==> config.mk <==
export PLATFORM = sky130hd
export DESIGN_NAME = seg_capture
export DESIGN_NICKNAME = d
export VERILOG_FILES = /design/src/rtl/seg_capture.sv
export SDC_FILE = /design/constraint.sdc
export NUM_CORES = 1
export LEC_CHECK = 0
export CORE_ASPECT_RATIO = 0.6
export CORE_UTILIZATION = 60
export DETAILED_ROUTE_END_ITERATION = 7
export GPL_ROUTABILITY_DRIVEN = 0
export PLACE_DENSITY = 0.85
export SYNTH_ARGS = -nofsm -noshare
export SYNTH_HDL_FRONTEND = slang
export SYNTH_SLANG_ARGS = --single-unit
==> constraint.sdc <==
create_clock -name clk -period 4.89 [get_ports clk]
set_input_delay 0.7335 -clock clk [delete_from_list [all_inputs] [get_ports clk]]
set_output_delay 0.7335 -clock clk [all_outputs]
set_load 0.005 [all_outputs]
==> src/rtl/seg_capture.sv <==
// Recovers the digits shown on a multiplexed, active-low 7-segment display and
// emits one complete 4-digit frame at a time. Decimal-point capture is enabled
// by defining SEG_CAPTURE_DP_EN.
module seg_capture #(
    parameter int STABLE_CYCLES = 4
) (
    input  logic        clk,
    input  logic        rst_n,
    input  logic [3:0]  an,
    input  logic [7:0]  seg,
    output logic [15:0] value,
    output logic [3:0]  dp_out,
    output logic        valid,
    output logic        err
);
`ifdef SEG_CAPTURE_DP_EN
    localparam int KW = 12;
`else
    localparam int KW = 11;
`endif
    localparam logic [7:0] STABLE = 8'(STABLE_CYCLES);

    typedef enum logic {WAIT, HELD} state_t;

    logic [3:0]      an_s1_q, an_s2_q;
    logic [7:0]      seg_s1_q, seg_s2_q;
    logic [KW-1:0]   key, prev_q;
    state_t          state_q, state_d;
    logic [7:0]      cnt_q, cnt_d;
    logic [3:0][3:0] stage_q, stage_d;
    logic [3:0]      seen_q, seen_d;
    logic [15:0]     value_q, value_d;
    logic            valid_q, valid_d, err_q, err_d;
    logic            elig, cap, dec_ok;
    logic [1:0]      idx;
    logic [3:0]      dec_nib;

`ifdef SEG_CAPTURE_DP_EN
    logic [3:0] stage_dp_q, stage_dp_d, dp_q, dp_d;
    assign key = {an_s2_q, seg_s2_q};
`else
    logic unused_dp;
    assign unused_dp = seg_s2_q[7];
    assign key = {an_s2_q, seg_s2_q[6:0]};
`endif

    always_comb begin
        elig = 1'b1;
        idx  = 2'd0;
        case (an_s2_q)
            4'b1110: idx = 2'd0;
            4'b1101: idx = 2'd1;
            4'b1011: idx = 2'd2;
            4'b0111: idx = 2'd3;
            default: elig = 1'b0;
        endcase
    end

    always_comb begin
        dec_ok  = 1'b1;
        dec_nib = 4'h0;
        case (seg_s2_q[6:0])
            7'h40: dec_nib = 4'h0;  7'h79: dec_nib = 4'h1;
            7'h24: dec_nib = 4'h2;  7'h30: dec_nib = 4'h3;
            7'h19: dec_nib = 4'h4;  7'h12: dec_nib = 4'h5;
            7'h02: dec_nib = 4'h6;  7'h78: dec_nib = 4'h7;
            7'h00: dec_nib = 4'h8;  7'h10: dec_nib = 4'h9;
            7'h08: dec_nib = 4'hA;  7'h03: dec_nib = 4'hB;
            7'h46: dec_nib = 4'hC;  7'h21: dec_nib = 4'hD;
            7'h06: dec_nib = 4'hE;  7'h0E: dec_nib = 4'hF;
            7'h7F: dec_nib = 4'h0;
            default: dec_ok = 1'b0;
        endcase
    end

    always_comb begin
        state_d = state_q;
        cnt_d   = cnt_q;
        stage_d = stage_q;
        seen_d  = seen_q;
        value_d = value_q;
        valid_d = 1'b0;
        err_d   = 1'b0;
        cap     = 1'b0;
`ifdef SEG_CAPTURE_DP_EN
        stage_dp_d = stage_dp_q;
        dp_d       = dp_q;
`endif
        if (!elig) begin
            cnt_d   = 8'd0;
            state_d = WAIT;
        end else if (key != prev_q) begin
            cnt_d   = 8'd1;
            state_d = WAIT;
        end else if (state_q == WAIT) begin
            if (cnt_q < STABLE) cnt_d = cnt_q + 8'd1;
            if (cnt_d == STABLE) begin
                cap     = 1'b1;
                state_d = HELD;
            end
        end

        // A decode error in the completion cycle holds the frame back.
        if (seen_q == 4'hF && !(cap && !dec_ok)) begin
            value_d = stage_q;
            valid_d = 1'b1;
            seen_d  = 4'h0;
`ifdef SEG_CAPTURE_DP_EN
            dp_d    = stage_dp_q;
`endif
        end

        if (cap) begin
            if (dec_ok) begin
                stage_d[idx] = dec_nib;
                seen_d[idx]  = 1'b1;
`ifdef SEG_CAPTURE_DP_EN
                stage_dp_d[idx] = ~seg_s2_q[7];
`endif
            end else begin
                err_d       = 1'b1;
                seen_d[idx] = 1'b0;
            end
        end
    end

    always_ff @(posedge clk or negedge rst_n) begin
        if (!rst_n) begin
            an_s1_q  <= '0;
            an_s2_q  <= '0;
            seg_s1_q <= '0;
            seg_s2_q <= '0;
            prev_q   <= '0;
            state_q  <= WAIT;
            cnt_q    <= '0;
            stage_q  <= '0;
            seen_q   <= '0;
            value_q  <= '0;
            valid_q  <= 1'b0;
            err_q    <= 1'b0;
`ifdef SEG_CAPTURE_DP_EN
            stage_dp_q <= '0;
            dp_q       <= '0;
`endif
        end else begin
            an_s1_q  <= an;
            an_s2_q  <= an_s1_q;
            seg_s1_q <= seg;
            seg_s2_q <= seg_s1_q;
            prev_q   <= key;
            state_q  <= state_d;
            cnt_q    <= cnt_d;
            stage_q  <= stage_d;
            seen_q   <= seen_d;
            value_q  <= value_d;
            valid_q  <= valid_d;
            err_q    <= err_d;
`ifdef SEG_CAPTURE_DP_EN
            stage_dp_q <= stage_dp_d;
            dp_q       <= dp_d;
`endif
        end
    end

    assign value = value_q;
    assign valid = valid_q;
    assign err   = err_q;
`ifdef SEG_CAPTURE_DP_EN
    assign dp_out = dp_q;
`else
    assign dp_out = 4'b0000;
`endif
endmodule
# Yosys cells after proc, flatten, opt, wreduce, memory -nomap -nowiden
# Index checks and enable logic that the tools add are counted.
[word_totals]
register_bits = 80
inputBits = 14
out_inout_bits = 22
word_cells = 84
[op_classes]
mux = 29
n_reduce_logical = 9
order_cmp = 3
bitwise = 3
addsub = 1
n_eq_ne = 24
[ops]
columns = ["cell", "count"]
rows = [
  ["one-hot mux 4 bit (15 select lines)", 1],
  ["2-to-1 mux 8 bit", 7],
  ["== test 7 bit, second input constant", 5],
  ["== test 7 x 5 -> 1 bit, second input constant", 3],
  ["== test 7 x 6 -> 1 bit, second input constant", 3],
  ["OR reduction 17 bit", 1],
  ["bitwise mux 16 bit", 1],
  ["== test 4 bit, second input constant", 4],
  ["2-to-1 mux 4 bit", 4],
  ["== test 7 x 2 -> 1 bit, second input constant", 2],
  ["== test 7 x 4 -> 1 bit, second input constant", 2],
  ["2-to-1 mux 1 bit", 13],
  ["inequality test 11 bit", 1],
  ["adder 8 x 1 -> 8 bit, second input constant", 1],
  ["demux 4 bit (select 2 bit)", 1],
  ["== test 8 x 3 -> 1 bit, second input constant", 1],
  ["less-than comparator 8 x 3 -> 1 bit, second input constant", 1],
  ["== test 7 x 3 -> 1 bit, second input constant", 1],
  ["zero test 7 bit", 1],
  ["one-hot mux 2 bit (3 select lines)", 1],
  ["bitwise AND 4 bit", 1],
  ["== test 4 x 3 -> 1 bit, second input constant", 1],
  ["inverter 4 bit", 1],
  ["bitwise OR 4 bit", 1],
  ["other kinds (8)", 11],
]

# Depth between registers and ports, before layout
[logic_depth]
word_depth = 17
ltp_mapped = 10
mapped_depth_nobuf = 7

# Worst setup path before layout
# OpenSTA, ideal clock, no wires.
[synth_path]
path_kind = "reg-to-reg"
startpoint = "register an_s2_q[3]"
endpoint = "register value_q[0] (netlist: value[0])"
path_stages_with_launch = 11
setup_ns = 0.125
setup_slack_ns = 2.026
arrival_ns = 2.739
cell_sequence = "dfrtp_1 buf_4 xnor2_1 o211a_1 or4_1 buf_2 or4b_1 buf_2 nor2b_4 buf_6 mux2_4"
[synth_via]
elab_chain_cells = 7
word_cells_on_any_way = 12
cone_classes = "eq/ne (5); mux (3); reduce/logical (4)"
[synth_rtl]
columns = ["element", "line", "text"]
rows = [
  ["from (decl)", "25", "logic [3:0] an_s1_q, an_s2_q;"],
  ["from (signal assigned)", "147", "an_s2_q <= an_s1_q;"],
  ["== test 4 x 3 -> 1 bit / == test 4 bit (equally long branches)", "50", "case (an_s2_q)"],
  ["OR reduction 4 bit (no line)", "n/a", ""],
  ["2-to-1 mux 1 bit", "50", ""],
  ["2-to-1 mux 1 bit *", "89", "if (!elig) begin"],
  ["logical AND 1 bit *", "104", "if (seen_q == 4'hF && !(cap && !dec_ok)) begin"],
  ["zero test 1 bit *", "104", ""],
  ["logical AND 1 bit *", "104", ""],
  ["to (signal assigned)", "155", "value_q <= value_d;"],
  ["to (decl)", "32", "logic [15:0] value_q, value_d;"],
]
# Every way passes the cells marked *; elsewhere a longest branch is shown, timed or not.
# A chain may end at the register's enable or synchronous reset.

# Worst setup path in the final report
[layout_path]
startpoint = "register seg_s2_q[4]"
endpoint = "register stage_q[8] (netlist bit)"
[layout_via]
elab_chain_cells = 4
word_cells_on_any_way = 25
cone_classes = "eq/ne (17); mux (5); reduce/logical (3)"
[layout_rtl]
columns = ["element", "line", "text"]
rows = [
  ["from (decl)", "26", "logic [7:0] seg_s1_q, seg_s2_q;"],
  ["from (signal assigned)", "149", "seg_s2_q <= seg_s1_q;"],
  ["== test 7 x 4 -> 1 bit (tied with other cells)", "62", "case (seg_s2_q[6:0])"],
  ["OR reduction 17 bit (no line) / 2-to-1 mux 1 bit (equally long branches)", "n/a", ""],
  ["2-to-1 mux 1 bit (on tied branches)", "62, 89", ""],
  ["AND reduction 2 bit (no line)", "n/a", ""],
  ["to (signal assigned)", "153", "stage_q <= stage_d;"],
  ["to (decl)", "30", "logic [3:0][3:0] stage_q, stage_d;"],
]
# Parallel ways exist; a longest one is shown, timed or not.

==> flow_metrics.py <==
metrics = {
    "global_route": {
        "grt.overflow.total": 0,
        "grtUsageTotal": 0.2308,
        "grt_pass1_vias": 2037,
        "grt_max_degree": 81,
        "grt_antenna_before_repair": 0,
        "grt_pass1_wl_um": 9936,
    },
    "yosys": {
        "synth_area_leaders": "dfrtp_1 (60%), mux2_4 (7.2%), mux2_2 (5.4%), xnor2_1 (3.4%), nor4bb_1 (1.2%)",
        "yosysSeqAreaShare": 0.5997,
        "avgSynthCellArea_um2": 13.46,
        "synthArstFlopShare": 1.000,
        "synth_ff_type": "dfrtp_1",
        "synthCells": 248,
        "synth_warnings": 0,
        "yosysUniqueCellTypes": 50,
        "yosys.area.top_type_share": 0.5997,
        "syn_area_um2": 3338,
        "yosys.cell_count.top_type": "dfrtp_1",
        "synth_top_area_cell": "dfrtp_1",
        "ys_seq_elements": 80,
        "yosys-top-cells-count": "dfrtp_1 (80), mux2_2 (16), mux2_4 (16)",
        "synth-edff-count": 0,
    },
    "placed_design": {
        "dp_hpwl_um": 3869,
        "io_buffer_count": 30,
    },
    "sta": {
        "setup_viol": 0,
        "rsz0062_at_grt": "no",
        "slew_viol_final": 0,
        "skew_ns": 0.007881,
        "whs_ns": 0.3502,
        "hold_viol": 0,
        "relSlewSlack": 0.3643,
        "worst_pin_slew_ns": 0.9535,
        "max_freq_mhz": 318.9,
        "fin_setup_tns_ns": 0,
        "layout_min_cycle_time_ns": 3.136,
        "period_share": 0.6413,
    },
    "routing": {
        "via_per_inst": 5.811,
        "wire_per_inst_um": 17.12,
        "wl_um": 5890,
        "drc": 0,
        "first_pass_iters": 4,
        "drtIter0Drc": 147,
        "num_vias": 1999,
        "antenna_left": 0,
    },
    "worst_setup_path": {
        "path_max_fanout": 12,
        "slowest_stage": "or4_1",
        "crit_buf_inv": 0,
        "cp_cell_sequence": "xnor2_1, nand4_1, or4_1, a211oi_2, or4b_1, mux2_2",
        "critical_path_required_ns": 5.12,
        "worstPathArrival_ns": 3.36,
        "cp-start-kind": "register",
        "critPathMaxStageDelay_ns": 0.65,
        "crit_type": "reg -> reg",
        "end_kind": "register",
        "crit_family": "simple AND/OR/NAND/NOR gates",
    },
    "clocking": {
        "cts-root-buf": "clkbuf_8",
        "clk_pin_slew_ns": 0.08,
        "hold_buffers": 0,
        "cts_num_sinks": 80,
        "cts_setup_buffers": 0,
        "ctsResizeCount": 0,
        "cts_made_buffers": 9,
        "cts_tree": "done",
        "insertion_delay_ns": 0.34,
        "cts-htree-levels": 3,
        "clockBufferDepth": 2,
    },
    "power": {
        "power_density_nw_per_um2": 329.8,
        "leakagePower_nw": 1.720,
        "ir_drop_uv": 190.5,
    },
    "run_status": {
        "status": "completed",
    },
    "layout": {
        "syn_to_final_growth_pct": 14.66,
        "antenna_cells_inserted": 0,
        "finalNetCount": 288,
        "final_layout_size_suffix_gt1_frac": 0.1799,
        "final_core_util": 0.7353,
    },
    "flow_run": {
        "cap_violations": 0,
    },
    "die": {
        "io_pins": 36,
        "die_area_um2": 5876,
        "coreArea_um2": 5205,
        "dieHeight_um": 59.78,
        "rows": 20,
        "die-width_um": 98.30,
        "start_util": 0.6413,
    },
    "hold_path": {
        "hp-class": "reg -> reg",
    },
}
-- power breakdown --
group / internal [mW] / total (mW) / leakage [nW] / switching, mW
Combinational: 0.0266 / 0.0554 / 0.576 / 0.0288
Sequential: 0.675 / 0.697 / 1.04 / 0.0211
Clock: 0.288 / 0.510 / 0.104 / 0.223
Total: 0.990 / 1.26 / 1.72 / 0.273
-- layer usage --
| metal | share of wire | routed length (µm) | GRT usage | up-vias |
|---|---|---|---|---|
| li1 | - | - | - | 928 |
| met1 | 0.48 | 2838 | 0.3160 | 1004 |
| met2 | 0.45 | 2656 | 0.3451 | 56 |
| met3 | 0.048 | 284 | 0.07018 | 11 |
| met4 | 0.019 | 110 | 0.1087 | 0 |
| met5 | 0 | 0 | 0 | - |
-- logic make-up (layout without fill, tap and decap cells) --
logic type      Yosys count  count (layout)  synth area share
compound gates           31              31           0.06821
fa+ha+maj                 1               1          0.003748
xor+xnor                 14              14           0.03673
mux                      33              33            0.1289
simple gates             62              62            0.1192
buf+inv                  26              53           0.04236
other cells               1               4          0.001123
flops                    80              80            0.5997
-- worst paths after layout --
path                                       start                endpoint  slack (ns)  cells after the start
min                         an_s1_q[0]$_DFF_PN0_    an_s2_q[0]$_DFF_PN0_        0.35                      0
min in group asynchronous                  rst_n    cnt_q[7]$_DFFE_PN0P_        0.55                      1
max reg2reg                seg_s2_q[4]$_DFF_PN0_  stage_q[8]$_DFFE_PN0P_        1.75                      6
max in group asynchronous                  rst_n    value[0]$_DFFE_PN0P_        3.75                      1
max                        seg_s2_q[4]$_DFF_PN0_  stage_q[8]$_DFFE_PN0P_        1.75                      6
min reg2reg                 an_s1_q[0]$_DFF_PN0_    an_s2_q[0]$_DFF_PN0_        0.35                      0
-- state kept, by name, summed over array words and instances, names as in the netlist, 7 cells and up --
register / count
cnt_q: 8
value: 16
seg_s2_q: 7
stage_q: 16
seg_s1_q: 7
prev_q: 11
-- through the flow --
step	instances	instance area [µm²]	power [mW]	worst slack [ns]
finish	344	3827	1.262	1.754
global route	344	3827	1.315	1.643
CTS	344	3827	1.277	1.812
detailed placement	328	3615	0.7649	1.832
global placement	328	3615	0.7614	1.863
floorplan	251	3349	0.7378	2.026
-- final cells by class --
cell class | instances | area, µm²
Sequential cell | 80 | 2002
Inverter | 7 | 26.28
Tap cell | 66 | 82.58
Multi-Input combinational cell | 145 | 1206
Clock inverter | 5 | 81.33
Fill cell | 356 | 1378
Timing Repair Buffer | 30 | 297.8
Clock buffer | 11 | 131.4
-- placed cells by master, fill, tap and decap left out, types with 7 or more instances in the layout --
master / Yosys / final
clkbuf_8: 0 / 9
mux2_4: 16 / 16
dfrtp_1: 80 / 80
inv_1: 7 / 7
nand2_1: 9 / 9
clkdlybuf4s50_1: 0 / 29
mux2_2: 16 / 16
xnor2_1: 13 / 13
-- worst register-to-register path: stages, from the launching register on --
cell	delay, ns
dfrtp_1	0.63
xnor2_1	0.19
nand4_1	0.21
or4_1	0.65
a211oi_2	0.39
or4b_1	0.61
mux2_2	0.35
(Power assumes the default switching activity.)
